## src/rtl/codec_i2c_cfg_seq_if.sv

```systemverilog
// Host-side request/status bus and codec control-port pad signals for codec_i2c_cfg_seq.
// master = system control / board side, slave = the sequencer.
`timescale 1ns/1ps
interface codec_i2c_cfg_seq_if #(
    parameter int unsigned NUM_REGS = 10
);
    logic                    cfg_start;
    logic [16*NUM_REGS-1:0]  cfg_table;
    logic                    wr_req;
    logic [15:0]             wr_word;
    logic                    busy;
    logic                    cfg_done;
    logic                    cfg_err;
    logic [4:0]              err_index;
    logic                    scl_oe;
    logic                    sda_oe;
    logic                    sda_in;

    modport master (
        output cfg_start, cfg_table, wr_req, wr_word, sda_in,
        input  busy, cfg_done, cfg_err, err_index, scl_oe, sda_oe
    );

    modport slave (
        input  cfg_start, cfg_table, wr_req, wr_word, sda_in,
        output busy, cfg_done, cfg_err, err_index, scl_oe, sda_oe
    );
endinterface

```

## src/rtl/codec_i2c_cfg_seq.sv

```systemverilog
// I2C write-only configuration master for the WM8731: runs a register table or single
// host writes as 3-byte frames, retrying NACKed frames up to MAX_RETRY times.
`timescale 1ns/1ps
module codec_i2c_cfg_seq #(
    parameter int unsigned CLK_HZ     = 50_000_000,
    parameter int unsigned I2C_HZ     = 100_000,
    parameter logic [6:0]  DEV_ADDR   = 7'h1A,
    parameter int unsigned NUM_REGS   = 10,
    parameter int unsigned MAX_RETRY  = 3,
    parameter bit          AUTO_START = 1'b1
) (
    input  logic                   sys_clk50MHz,
    input  logic                   sys_rst_n,
    codec_i2c_cfg_seq_if.slave     bus
);

    localparam int unsigned DIV        = CLK_HZ / (4 * I2C_HZ);
    localparam int unsigned CNT_W      = (DIV > 1) ? $clog2(DIV) : 1;
    localparam logic [4:0]  LAST_IDX   = 5'(NUM_REGS - 1);
    localparam logic [4:0]  SINGLE_IDX = 5'd31;
    localparam logic [3:0]  RETRY_LIM  = 4'(MAX_RETRY);

    typedef enum logic [2:0] {
        S_IDLE, S_START, S_BYTE, S_ACK, S_STOP, S_GAP, S_NEXT
    } state_t;

    state_t             state, state_nx;
    logic [CNT_W-1:0]   cnt, cnt_nx;
    logic [1:0]         q, q_nx;
    logic [2:0]         bit_idx, bit_nx;
    logic [1:0]         byte_idx, byte_nx;
    logic [4:0]         idx, idx_nx;
    logic [3:0]         retry, retry_nx;
    logic               nack, nack_nx;
    logic               single, single_nx;
    logic [15:0]        word, word_nx;
    logic               auto_pend, auto_nx;
    logic [1:0]         sda_sync;
    logic               busy, busy_nx;
    logic               cfg_done, done_nx;
    logic               cfg_err, err_nx;
    logic [4:0]         err_index, eidx_nx;
    logic               scl_oe, sda_oe;

    logic               qtick_c;
    logic               last_q_c;
    logic               scl_c, sda_c;
    logic [7:0]         cur_byte_c;
    logic               cur_bit_c;
    logic [4:0]         idx_inc_c;

    assign qtick_c   = (cnt == CNT_W'(DIV - 1));
    assign last_q_c  = qtick_c && (q == 2'd3);
    assign idx_inc_c = idx + 5'd1;

    // Byte currently on the wire: device address, then the two halves of the control word
    always_comb begin
        cur_byte_c = word[7:0];
        case (byte_idx)
            2'd0:    cur_byte_c = {DEV_ADDR, 1'b0};
            2'd1:    cur_byte_c = word[15:8];
            default: cur_byte_c = word[7:0];
        endcase
    end
    assign cur_bit_c = cur_byte_c[3'd7 - bit_idx];

    always_comb begin
        state_nx  = state;
        cnt_nx    = cnt;
        q_nx      = q;
        bit_nx    = bit_idx;
        byte_nx   = byte_idx;
        idx_nx    = idx;
        retry_nx  = retry;
        nack_nx   = nack;
        single_nx = single;
        word_nx   = word;
        auto_nx   = 1'b0;
        done_nx   = cfg_done;
        err_nx    = cfg_err;
        eidx_nx   = err_index;
        scl_c     = 1'b0;
        sda_c     = 1'b0;

        // Quarter-bit timebase; frozen at zero between frames so each frame starts aligned
        if (state == S_IDLE || state == S_NEXT) begin
            cnt_nx = '0;
            q_nx   = 2'd0;
        end else if (qtick_c) begin
            cnt_nx = '0;
            q_nx   = q + 2'd1;
        end else begin
            cnt_nx = cnt + CNT_W'(1);
        end

        case (state)
            S_IDLE: begin
                if (bus.cfg_start || auto_pend) begin
                    state_nx  = S_START;
                    idx_nx    = 5'd0;
                    word_nx   = bus.cfg_table[15:0];
                    single_nx = 1'b0;
                    retry_nx  = 4'd0;
                    nack_nx   = 1'b0;
                    done_nx   = 1'b0;
                    err_nx    = 1'b0;
                    bit_nx    = 3'd0;
                    byte_nx   = 2'd0;
                end else if (bus.wr_req) begin
                    state_nx  = S_START;
                    word_nx   = bus.wr_word;
                    single_nx = 1'b1;
                    retry_nx  = 4'd0;
                    nack_nx   = 1'b0;
                    bit_nx    = 3'd0;
                    byte_nx   = 2'd0;
                end
            end
            S_START: begin
                scl_c = q[1];
                sda_c = 1'b1;
                if (last_q_c) begin
                    state_nx = S_BYTE;
                    bit_nx   = 3'd0;
                    byte_nx  = 2'd0;
                end
            end
            S_BYTE: begin
                scl_c = (q == 2'd0) || (q == 2'd3);
                sda_c = ~cur_bit_c;
                if (last_q_c) begin
                    bit_nx = bit_idx + 3'd1;
                    if (bit_idx == 3'd7) state_nx = S_ACK;
                end
            end
            S_ACK: begin
                scl_c = (q == 2'd0) || (q == 2'd3);
                if (qtick_c && q == 2'd2) nack_nx = sda_sync[1];
                if (last_q_c) begin
                    if (nack) begin
                        state_nx = S_STOP;
                        retry_nx = retry + 4'd1;
                    end else if (byte_idx == 2'd2) begin
                        state_nx = S_STOP;
                    end else begin
                        state_nx = S_BYTE;
                        byte_nx  = byte_idx + 2'd1;
                    end
                end
            end
            S_STOP: begin
                scl_c = (q == 2'd0);
                sda_c = (q <= 2'd1);
                if (last_q_c) state_nx = S_GAP;
            end
            S_GAP: begin
                if (last_q_c) state_nx = S_NEXT;
            end
            S_NEXT: begin
                bit_nx  = 3'd0;
                byte_nx = 2'd0;
                nack_nx = 1'b0;
                if (nack) begin
                    if (retry > RETRY_LIM) begin
                        state_nx = S_IDLE;
                        err_nx   = 1'b1;
                        eidx_nx  = single ? SINGLE_IDX : idx;
                    end else begin
                        state_nx = S_START;
                    end
                end else if (single) begin
                    state_nx = S_IDLE;
                end else if (idx == LAST_IDX) begin
                    state_nx = S_IDLE;
                    done_nx  = 1'b1;
                end else begin
                    state_nx = S_START;
                    idx_nx   = idx_inc_c;
                    word_nx  = bus.cfg_table[{idx_inc_c, 4'b0000} +: 16];
                    retry_nx = 4'd0;
                end
            end
            default: state_nx = S_IDLE;
        endcase

        busy_nx = (state_nx != S_IDLE);
    end

    always_ff @(posedge sys_clk50MHz or negedge sys_rst_n) begin
        if (!sys_rst_n) begin
            state     <= S_IDLE;
            cnt       <= '0;
            q         <= 2'd0;
            bit_idx   <= 3'd0;
            byte_idx  <= 2'd0;
            idx       <= 5'd0;
            retry     <= 4'd0;
            nack      <= 1'b0;
            single    <= 1'b0;
            word      <= 16'd0;
            auto_pend <= AUTO_START;
            sda_sync  <= 2'b11;
            busy      <= 1'b0;
            cfg_done  <= 1'b0;
            cfg_err   <= 1'b0;
            err_index <= 5'd0;
            scl_oe    <= 1'b0;
            sda_oe    <= 1'b0;
        end else begin
            state     <= state_nx;
            cnt       <= cnt_nx;
            q         <= q_nx;
            bit_idx   <= bit_nx;
            byte_idx  <= byte_nx;
            idx       <= idx_nx;
            retry     <= retry_nx;
            nack      <= nack_nx;
            single    <= single_nx;
            word      <= word_nx;
            auto_pend <= auto_nx;
            sda_sync  <= {sda_sync[0], bus.sda_in};
            busy      <= busy_nx;
            cfg_done  <= done_nx;
            cfg_err   <= err_nx;
            err_index <= eidx_nx;
            scl_oe    <= scl_c;
            sda_oe    <= sda_c;
        end
    end

    assign bus.busy      = busy;
    assign bus.cfg_done  = cfg_done;
    assign bus.cfg_err   = cfg_err;
    assign bus.err_index = err_index;
    assign bus.scl_oe    = scl_oe;
    assign bus.sda_oe    = sda_oe;

endmodule
```

## src/flat_wrapper.sv

```systemverilog
// flat-port wrapper written by rule: the top's interface ports become plain ports
module codec_i2c_cfg_seq_flat 
#(
    parameter int unsigned CLK_HZ     = 50_000_000,
    parameter int unsigned I2C_HZ     = 100_000,
    parameter logic [6:0]  DEV_ADDR   = 7'h1A,
    parameter int unsigned NUM_REGS   = 10,
    parameter int unsigned MAX_RETRY  = 3,
    parameter bit          AUTO_START = 1'b1
)
  (sys_clk50MHz, sys_rst_n, bus_cfg_start, bus_cfg_table, bus_wr_req, bus_wr_word, bus_sda_in, bus_busy, bus_cfg_done, bus_cfg_err, bus_err_index, bus_scl_oe, bus_sda_oe);
  codec_i2c_cfg_seq_if #(.NUM_REGS(NUM_REGS)) bus_i ();
  input  logic sys_clk50MHz;
  input  logic sys_rst_n;
  input wire logic [$bits(bus_i.cfg_start)-1:0] bus_cfg_start;
  input wire logic [$bits(bus_i.cfg_table)-1:0] bus_cfg_table;
  input wire logic [$bits(bus_i.wr_req)-1:0] bus_wr_req;
  input wire logic [$bits(bus_i.wr_word)-1:0] bus_wr_word;
  input wire logic [$bits(bus_i.sda_in)-1:0] bus_sda_in;
  output wire logic [$bits(bus_i.busy)-1:0] bus_busy;
  output wire logic [$bits(bus_i.cfg_done)-1:0] bus_cfg_done;
  output wire logic [$bits(bus_i.cfg_err)-1:0] bus_cfg_err;
  output wire logic [$bits(bus_i.err_index)-1:0] bus_err_index;
  output wire logic [$bits(bus_i.scl_oe)-1:0] bus_scl_oe;
  output wire logic [$bits(bus_i.sda_oe)-1:0] bus_sda_oe;
  assign bus_i.cfg_start = bus_cfg_start;
  assign bus_i.cfg_table = bus_cfg_table;
  assign bus_i.wr_req = bus_wr_req;
  assign bus_i.wr_word = bus_wr_word;
  assign bus_i.sda_in = bus_sda_in;
  assign bus_busy = bus_i.busy;
  assign bus_cfg_done = bus_i.cfg_done;
  assign bus_cfg_err = bus_i.cfg_err;
  assign bus_err_index = bus_i.err_index;
  assign bus_scl_oe = bus_i.scl_oe;
  assign bus_sda_oe = bus_i.sda_oe;
  codec_i2c_cfg_seq #(.CLK_HZ(CLK_HZ), .I2C_HZ(I2C_HZ), .DEV_ADDR(DEV_ADDR), .NUM_REGS(NUM_REGS), .MAX_RETRY(MAX_RETRY), .AUTO_START(AUTO_START)) u_core (.sys_clk50MHz(sys_clk50MHz), .sys_rst_n(sys_rst_n), .bus(bus_i));
endmodule
```

## config.mk

```make
export PLATFORM = sky130hd
export DESIGN_NAME = codec_i2c_cfg_seq_flat
export DESIGN_NICKNAME = d
export VERILOG_FILES = /design/src/rtl/codec_i2c_cfg_seq_if.sv /design/src/rtl/codec_i2c_cfg_seq.sv /design/src/flat_wrapper.sv
export SDC_FILE = /design/constraint.sdc
export NUM_CORES = 1
export LEC_CHECK = 0
export ABC_AREA = 1
export BUFFER_PORTS_ARGS = -buffer_cell sky130_fd_sc_hd__buf_2
export CAP_MARGIN = 20
export CORE_ASPECT_RATIO = 1.75
export CORE_UTILIZATION = 29
export CTS_CLUSTER_SIZE = 14
export DETAILED_ROUTE_END_ITERATION = 7
export GPL_ROUTABILITY_DRIVEN = 0
export PLACE_DENSITY_LB_ADDON = 0.12
export RECOVER_POWER = 100
export SLEW_MARGIN = 20
export SYNTH_ARGS = -nofsm -noshare
export SYNTH_HDL_FRONTEND = slang
export SYNTH_SLANG_ARGS = --single-unit
export TNS_END_PERCENT = 5
```

## constraint.sdc

```tcl
create_clock -name sys_clk50MHz -period 2.2 [get_ports sys_clk50MHz]
set_input_delay 0.22 -clock sys_clk50MHz [delete_from_list [all_inputs] [get_ports sys_clk50MHz]]
set_output_delay 0.22 -clock sys_clk50MHz [all_outputs]
set_load 0.03 [all_outputs]
```

==> results.yml, run 1 <==
cells_and_area:
  mostFrequentLayoutCells: "nand2_1, buf_2, inv_1, nand3_1, nor2_1"
  syn2layout_area_growth_pct: 29.9
  multiInputGateArea_sq_um: 2940
  diodes: 0
  seq_area_sq_um: 1430
  layout-drive-gt1-share: 0.220
  layout.nets: 1254
  final_common_cell: "nand2_1"
  n_fill_cell: 2022
timing:
  rsz0062_at_grt: "no"
  fin_crit_sh: 0.874
  timing.setup.tns_ns: 0
  setup_viol: 0
  hold_viol_final: 0
  worst_pin_slew_ns: 0.753
  fmax_ghz: 0.520
  whs_ns: 0.322
  slew_violations: 0
  slew_headroom: 0.498
  worst_clock_skew_ns: 0.00882
  finalCriticalPeriod_ns: 1.92
detailed_routing:
  drt_iter0_markers: 207
  avgViaCountPerCell: 4.54
  vias: 5863
  drcViolationCount: 0
  wl_met2_mm: 9.71
  met3_length_um: 694
  wl_per_cell_um: 13.8
  top_layer: "met4"
  first_pass_iters: 4
  ant_nets: 0
  wl_met1_mm: 7.00
  wirelength_mm: 17.8
floorplanning:
  die_area_sq_um: 18100
  core_area_sq_um: 17000
  io_pins: 191
  start_util: 0.298
  num_rows: 63
  fp.dieH_um: 177
  fp.dieW_um: 102
global_routing:
  gr-total-overflow: 0
  grt_max_degree: 75
  track_usage: 0.203
  antenna_found_initial: 0
  grt_pass1_wl_mm: 28.4
  first_global_vias: 5838
setup_path:
  r2r_cells: 6
  crit_path_max_fanout: 16
  critical_path.startpoint_type: "flop"
  end_kind: "flop"
  cp.required_ns: 2.46
  timing.rr.start: "u_core.idx[0]"
  critical_path_arrival_ns: 2.18
  crit_path_cell_trace: "ha_1 -> nand3_1 -> xor2_1 -> nor2_2 -> nand2_1 -> a21oi_2"
  setup.worst_path.class: "flop to flop"
  r2r-end: "u_core.word[9]"
  r2r_setup_slack_ns: 0.28
  cpMaxStageDelayCell: "nor2_2"
  max_stage_delay_ns: 0.53
placed_design:
  io_buffers: 190
  hpwlAfterDp_mm: 14.4
clock_tree:
  clk_latency_ns: 0.33
  numClockSinks: 57
  cts_tree: "done"
  clkTransAtPathRegs_ns: 0.05
  cts_setup_buffers: 0
  cts-root-buf: "clkbuf_16"
  cts_buffer_depth: 2
  cts_buffers: 9
  htree_levels: 3
  cts_resized: 0
synthesis:
  synth_top_family_by_area: "simple AND/OR/NAND/NOR gates"
  ys_seq_area_frac: 0.282
  muxShareOfSynthArea: 0
  synth_area_sq_um: 5080
  async_flop_share: 1.00
  synthAdderAreaFrac: 0.0345
  synth_xor_area_frac: 0.0200
  synthDistinctLibCells: 35
  syn_nets: 1071
  synth-simple-area-share: 0.420
  yosys_warnings: 0
  synth_flop_cell: "dfrtp_1"
  synth-edff-count: 0
  syn_inst: 876
  avgSynthCellArea_sq_um: 5.80
  synth_compound_area_frac: 0.107
  ys_ff_latch: 57
power:
  powerDensity_nw_per_um2: 422
  power.leakage_uw: 0.00382
  ir_drop_uv: 383
hold_path:
  min_path_cells: 5
  whs_endpoint: "u_core.single"
  hold_path_class: "input port to flop"
  min_from: "bus_wr_req"
run:
  drv_cap: 0
status:
  status: "complete, no violations"
report_power, final:
part           internal (uW)  switching, uW  total [uW]
clock network            869            487        1360
logic                    182            186         368
registers               1060           2.50        1060
timing repair:
item                                    4_1_cts  5_1_grt
endpoints found under the hold margin         8        0
hold buffers                                  2        0
endpoints found under the setup margin        0        0
metrics by stage:
| step | util | total power, uW | setup WS, ns | cell area, sq um | instances |
|---|---|---|---|---|---|
| 6_report | 0.387 | 2780 | 0.278 | 6600 | 1291 |
| 3_5_place_dp | 0.371 | 1450 | 0.261 | 6320 | 1273 |
| 3_3_place_gp | 0.371 | 1450 | 0.302 | 6320 | 1273 |
| 2_1_floorplan | - | 1210 | 0.413 | 5080 | 876 |
| 4_1_cts | 0.389 | 2820 | 0.256 | 6630 | 1291 |
| 5_1_grt | 0.387 | 2900 | 0.0596 | 6600 | 1291 |
state kept, by name (all words and copies together), names as in the netlist, 2 cells and up:
name,flops
u_core.word,16
u_core.cnt,7
u_core.bus.err_index,5
u_core.idx,5
u_core.retry,4
u_core.bit_idx,3
u_core.state,3
u_core.byte_idx,2
u_core.q,2
u_core.sda_sync,2
critical path: cells and delay by family, from the launching register on:
family          cells  cell delay [ns]
simple gates        3             0.81
xor+xnor            1             0.18
compound gates      1             0.14
flops               1             0.42
fa+ha+maj           1             0.30
Yosys cell counts, drive strengths merged (3+ instances only):
cell | n | share of area
o21ai | 32 | 0.032
nor2 | 73 | 0.056
a21oi | 59 | 0.066
inv | 139 | 0.10
dfrtp | 54 | 0.27
nand3 | 114 | 0.11
buf | 11 | 0.014
dfstp | 3 | 0.016
clkbuf | 26 | 0.019
ha | 14 | 0.035
nand2 | 327 | 0.24
xor2 | 7 | 0.015
kinds of logic (layout without fill, tap and decap cells):
logic type	after synthesis	count (layout)
simple gates	521	521
buf+inv	176	364
compound gates	98	98
flops	57	57
fa+ha+maj	14	14
xor+xnor	9	9
other cells	1	1
final cells by class:
cell class              count  share of cell area
flip-flops and latches     57               0.217
well taps                 227              0.0431
repair buffers            209               0.172
clock inverters             6             0.00892
inverters                 139              0.0791
clock buffers              10              0.0347
multi-input cells         643               0.446
metal layers:
layer  up-vias  global-route usage
met2       166               0.379
met1      2604               0.228
li1       3065                   -
met5         -                   0
met4         0              0.0720
met3        28              0.0276
worst max-delay path by stage:
stage,from,to,cells after the start
2_1_floorplan,u_core.idx[0],u_core.word[1],10
3_3_place_gp,u_core.idx[0],u_core.word[9],6
3_5_place_dp,u_core.idx[0],u_core.word[12],6
4_1_cts,u_core.idx[0],u_core.word[12],6
5_1_grt,u_core.idx[0],u_core.word[12],6
6_report,u_core.idx[0],u_core.word[9],6
No activity file was read; power rests on OpenSTA's default activity.
==> run 2: changes to the inputs <==
--- a/config.mk
+++ b/config.mk
@@ -8,8 +8,7 @@
 export ABC_AREA = 1
 export BUFFER_PORTS_ARGS = -buffer_cell sky130_fd_sc_hd__buf_2
 export CAP_MARGIN = 20
-export CORE_ASPECT_RATIO = 1.75
-export CORE_UTILIZATION = 29
+export CORE_UTILIZATION = 35
 export CTS_CLUSTER_SIZE = 14
 export DETAILED_ROUTE_END_ITERATION = 7
 export GPL_ROUTABILITY_DRIVEN = 0
==> results.yml, run 2 (synthesis gave the netlist of run 1 again) <==
status:
  status: "complete, no violations"
clock_tree:
  cts_setup_buffers: 0
  cts-root-buf: "clkbuf_16"
  cts_tree: "done"
  cts_buffer_depth: 2
  numClockSinks: 57
  clkTransAtPathRegs_ns: 0.05
  htree_levels: 3
  cts_buffers: 9
  clk_latency_ns: 0.32
  cts_resized: 0
global_routing:
  antenna_found_initial: 1
  grt_pass1_wl_mm: 27.0
  first_global_vias: 5720
  gr-total-overflow: 0
  grt_max_degree: 81
  track_usage: 0.230
cells_and_area:
  layout.nets: 1254
  largest_register_ffs: 16
  final_common_cell: "nand2_1"
  top_register: "u_core.word"
  stdcell_area_sq_um: 6540
  layout.cells.non_filler: 1244
  diodes: 0
  mostFrequentLayoutCells: "nand2_1, buf_2, inv_1, nand3_1, nor2_1"
  layout-drive-gt1-share: 0.218
  syn2layout_area_growth_pct: 28.8
  top_regs: "u_core.word (16), u_core.cnt (7)"
placed_design:
  post-place-cells: 1226
  dp_slack_ns: 0.306
  hpwlAfterDp_mm: 12.9
  io_buffers: 190
  placed_cell_area_sq_um: 6240
floorplanning:
  fp.dieW_um: 122
  die_area_sq_um: 15000
  num_rows: 43
  core_area_sq_um: 14000
  fp.dieH_um: 122
  start_util: 0.362
  io_pins: 191
setup_path:
  timing.rr.start: "u_core.cnt[2]"
  critical_path.startpoint_type: "flop"
  setup.worst_path.class: "flop to flop"
  startpoint: "u_core.cnt[2]"
  cp.required_ns: 2.43
  end_kind: "flop"
  critical_path_arrival_ns: 2.18
  crit_path_max_fanout: 6
timing:
  fmax_ghz: 0.511
  timing.setup.tns_ns: 0
  setup_viol: 0
  worst_slack_ns: 0.243
  worst_pin_slew_ns: 0.681
  hold_viol_final: 0
  finalCriticalPeriod_ns: 1.96
  rsz0062_at_grt: "no"
  slew_violations: 0
  fin_crit_sh: 0.890
  slew_headroom: 0.545
  worst_clock_skew_ns: 0.00886
detailed_routing:
  wirelength_mm: 16.5
  avgViaCountPerCell: 4.67
  ant_nets: 0
  vias: 5809
  drt_iter0_markers: 279
  drcViolationCount: 0
  wl_per_cell_um: 13.3
  first_pass_iters: 8
hold_path:
  min_from: "bus_wr_req"
  hold_path_class: "input port to flop"
power:
  p_total_uw: 2900
  power.leakage_uw: 0.00383
  ir_drop_uv: 302
  powerDensity_nw_per_um2: 443
run:
  drv_cap: 0
==> run 2: cell types whose count changed in the layout (fill, tap and decap cells not counted), moves of 2 or more <==
| cell | before | now |
|---|---|---|
| buf_4 | 12 | 14 |
| buf_12 | 4 | 2 |
| clkbuf_8 | 0 | 4 |
| clkinv_2 | 4 | 1 |
==> run 2: final timing paths <==
path                                                end  slack, ns  depth (start not counted)
worst max-delay path                  u_core.bit_idx[2]       0.24                          8
worst min-delay path                      u_core.single       0.33                          5
worst max register to register        u_core.bit_idx[2]       0.24                          8
worst min register to register       u_core.sda_sync[1]       0.36                          0
max in group asynchronous            u_core.sda_sync[0]       1.40                          3
min in group asynchronous       u_core.bus.err_index[2]       0.47                          3
==> run 2: timing repair <==
action,in CTS,in global routing
endpoints found under the hold margin,55,0
setup endpoints to repair,0,0
hold buffers,2,0
==> run 2: cell type report <==
type,instances,area [sq um]
Tap cell,180,225
Timing Repair Buffer,209,1110
Clock buffer,14,284
Multi-Input combinational cell,643,2940
Clock inverter,2,35.0
Sequential cell,57,1430
Fill cell,1546,7500
Inverter,139,522
==> run 2: per-stage QoR <==
stage	utilization	hold slack (ns)
floorplan	-	-0.0756
finish	0.466	0.333
global route	0.466	0.357
detailed placement	0.444	0.251
CTS	0.468	0.316
global placement	0.444	0.252
==> run 2: critical path, cell delays in order, from the launching register on <==
cell and delay, ns:
dfrtp_1 0.40, nand2_1 0.09, nor2_1 0.24, nand3_1 0.16
nor2_1 0.36, clkinv_1 0.14, o21ai_0 0.09, nand2_1 0.15
o21ai_0 0.23
==> run 2: metal layers <==
metal	global-route usage	wire length, um
met4	0.0869	495
met1	0.290	7470
met3	0.0390	797
met2	0.389	7740
met5	0	8
==> run 2: where the power goes <==
group          leakage, uW  switching (uW)  internal (uW)
Clock             0.000159             476            998
Combinational      0.00294             182            182
Sequential        0.000729            2.72           1060
==> run 3: changes to the inputs <==
--- a/config.mk
+++ b/config.mk
@@ -5,10 +5,10 @@
 export SDC_FILE = /design/constraint.sdc
 export NUM_CORES = 1
 export LEC_CHECK = 0
-export ABC_AREA = 1
+export ABC_AREA = 0
 export BUFFER_PORTS_ARGS = -buffer_cell sky130_fd_sc_hd__buf_2
 export CAP_MARGIN = 20
-export CORE_UTILIZATION = 35
+export CORE_UTILIZATION = 45
 export CTS_CLUSTER_SIZE = 14
 export DETAILED_ROUTE_END_ITERATION = 7
 export GPL_ROUTABILITY_DRIVEN = 0
==> results.yml, run 3 <==
status:
  status: "complete, no violations"
timing:
  slew_violations: 0
  finalCriticalPeriod_ns: 2.06
  setup_viol: 0
  rsz0062_at_grt: "no"
  fin_crit_sh: 0.937
  worst_pin_slew_ns: 1.44
  timing.setup.tns_ns: 0
  hold_viol_final: 0
  fmax_ghz: 0.485
  slew_headroom: 0.0431
  worst_clock_skew_ns: 0.0114
cells_and_area:
  n_fill_cell: 973
  top_regs: "u_core.word (16), u_core.cnt (7)"
  seq_area_sq_um: 1430
  syn2layout_area_growth_pct: 29.2
  layout.cells.non_filler: 874
  layout.nets: 927
  top_register: "u_core.word"
  final_common_cell: "buf_2"
  layout-drive-gt1-share: 0.434
  largest_register_ffs: 16
  multiInputGateArea_sq_um: 3100
  mostFrequentLayoutCells: "buf_2, mux2_2, dfrtp_1, nand2_1, nor2_1"
synthesis:
  synth_compound_area_frac: 0.191
  synth_area_leaders: "dfrtp_1, mux2_2, o22ai_1, nor2_1, nand2_1"
  ys_seq_area_frac: 0.298
  yosysTopAreaCellShare: 0.281
  muxShareOfSynthArea: 0.207
  synth_area_sq_um: 4810
  yosys_warnings: 0
  synth.most_common_cell: "mux2_2"
  syn_inst: 545
  synth-edff-count: 0
  async_flop_share: 1.00
  synth.largest_area_cell: "dfrtp_1"
  synth-simple-area-share: 0.184
  ys_ff_latch: 57
  synthDistinctLibCells: 60
  synth_top_family_by_area: "multiplexers"
  synth_flop_cell: "dfrtp_1"
  synthAdderAreaFrac: 0.0364
  syn_nets: 740
  synth_xor_area_frac: 0.0237
  avgSynthCellArea_sq_um: 8.82
  synth_top_cells_by_count: "mux2_2, dfrtp_1, nor2_1"
setup_path:
  critical_path.startpoint_type: "flop"
  end_kind: "flop"
  critical_path_arrival_ns: 2.34
  crit_path_max_fanout: 23
  setup.worst_path.class: "flop to flop"
  cp.required_ns: 2.48
floorplanning:
  die_area_sq_um: 11100
  start_util: 0.466
  fp.dieW_um: 105
  fp.dieH_um: 105
  io_pins: 191
  core_area_sq_um: 10300
  num_rows: 37
placed_design:
  hpwlAfterDp_mm: 11.5
  post-place-cells: 856
  io_buffers: 190
global_routing:
  first_global_vias: 4768
  track_usage: 0.264
  grt_max_degree: 58
  antenna_found_initial: 1
  gr-total-overflow: 0
  grt_pass1_wl_mm: 23.3
clock_tree:
  numClockSinks: 57
  cts-root-buf: "clkbuf_8"
  clk_latency_ns: 0.34
  cts_buffer_depth: 2
  cts_setup_buffers: 0
  clkTransAtPathRegs_ns: 0.06
  htree_levels: 3
  cts_buffers: 9
  cts_tree: "done"
power:
  powerDensity_nw_per_um2: 416
  power.leakage_uw: 0.00281
  ir_drop_uv: 240
  p_total_uw: 2580
detailed_routing:
  wl_per_cell_um: 16.6
  drt_iter0_markers: 275
  drcViolationCount: 0
  first_pass_iters: 4
  vias: 4864
  ant_nets: 0
  avgViaCountPerCell: 5.57
  wirelength_mm: 14.5
run:
  drv_cap: 0
hold_path:
  hold_path_class: "input port to flop"
[run 3: cell count changes in the layout (fill, tap and decap cells not counted), moves of 10 or more]
| cell | delta |
|---|---|
| nand2_1 | -279 |
| inv_1 | -121 |
| nand3_1 | -90 |
| mux2_2 | +83 |
| a21oi_1 | -37 |
| o22ai_1 | +30 |
| nor2_1 | -23 |
| or3_1 | +17 |
| o211ai_1 | +16 |
| o21ai_0 | -13 |
| o221ai_1 | +13 |
| o21ai_1 | +10 |
[run 3: layout make-up]
class,instances,share of cell area
Sequential cell,57,0.230
Multi-Input combinational cell,430,0.499
Clock inverter,3,0.0105
Clock buffer,13,0.0256
Inverter,13,0.00786
Tap cell,136,0.0274
Antenna cell,1,0.000403
Timing Repair Buffer,221,0.199
[run 3: per-layer routing]
| layer | global-route usage | wire [um] | up-vias |
|---|---|---|---|
| li1 | - | - | 2380 |
| met1 | 0.357 | 6560 | 2309 |
| met2 | 0.436 | 6950 | 155 |
| met3 | 0.0600 | 864 | 20 |
| met4 | 0.0473 | 145 | 0 |
| met5 | 0 | 0 | - |
[run 3: critical path, stage by stage, from the launching register on]
cell and delay [ns]:
dfrtp_1 0.41, ha_2 0.19, and4bb_4 0.21, or4_1 0.52, buf_4 0.27, a31oi_2 0.22, mux2_2 0.17
[run 3: path summary, 6_finish.rpt]
| path | start | to | slack, ns | depth (start not counted) |
|---|---|---|---|---|
| max | u_core.idx[0] | u_core.retry[0] | 0.14 | 6 |
| min | bus_wr_req | u_core.single | 0.20 | 3 |
| max reg2reg | u_core.idx[0] | u_core.retry[0] | 0.14 | 6 |
| min reg2reg | u_core.sda_sync[0] | u_core.sda_sync[1] | 0.36 | 0 |
| max in group asynchronous | sys_rst_n | u_core.cnt[0] | 1.04 | 2 |
| min in group asynchronous | sys_rst_n | u_core.bus.busy | 0.30 | 2 |
[run 3: power by group]
group / internal [uW] / switching [uW]
registers: 1070 / 23.9
clock network: 699 / 423
logic: 219 / 149
total: 1990 / 596
[run 3: metrics by stage]
stage | instance area [sq um] | setup slack [ns] | utilization | hold slack [ns]
global route | 6200 | 0.00305 | 0.601 | 0.213
detailed placement | 6010 | 0.114 | 0.582 | 0.326
global placement | 6010 | 0.194 | 0.582 | 0.330
CTS | 6240 | 0.0964 | 0.605 | 0.0448
finish | 6210 | 0.139 | 0.601 | 0.203
floorplan | 4810 | 0.174 | - | -0.0756
[run 3: repair_timing]
action / CTS / global route
endpoints found under the setup margin: 0 / 5
endpoints found under the hold margin: 1 / 0
resized for setup: 0 / 2
hold buffers: 1 / 0
[run 3: cell families after synthesis]
kind of cell               Yosys count
DFF                                 57
muxes                               88
other                                1
adders and majority gates           14
xor gates and xnor gates            13
and+or+nand+nor                    179
buffers and inverters               58
AOI/OAI and AO/OA                  135
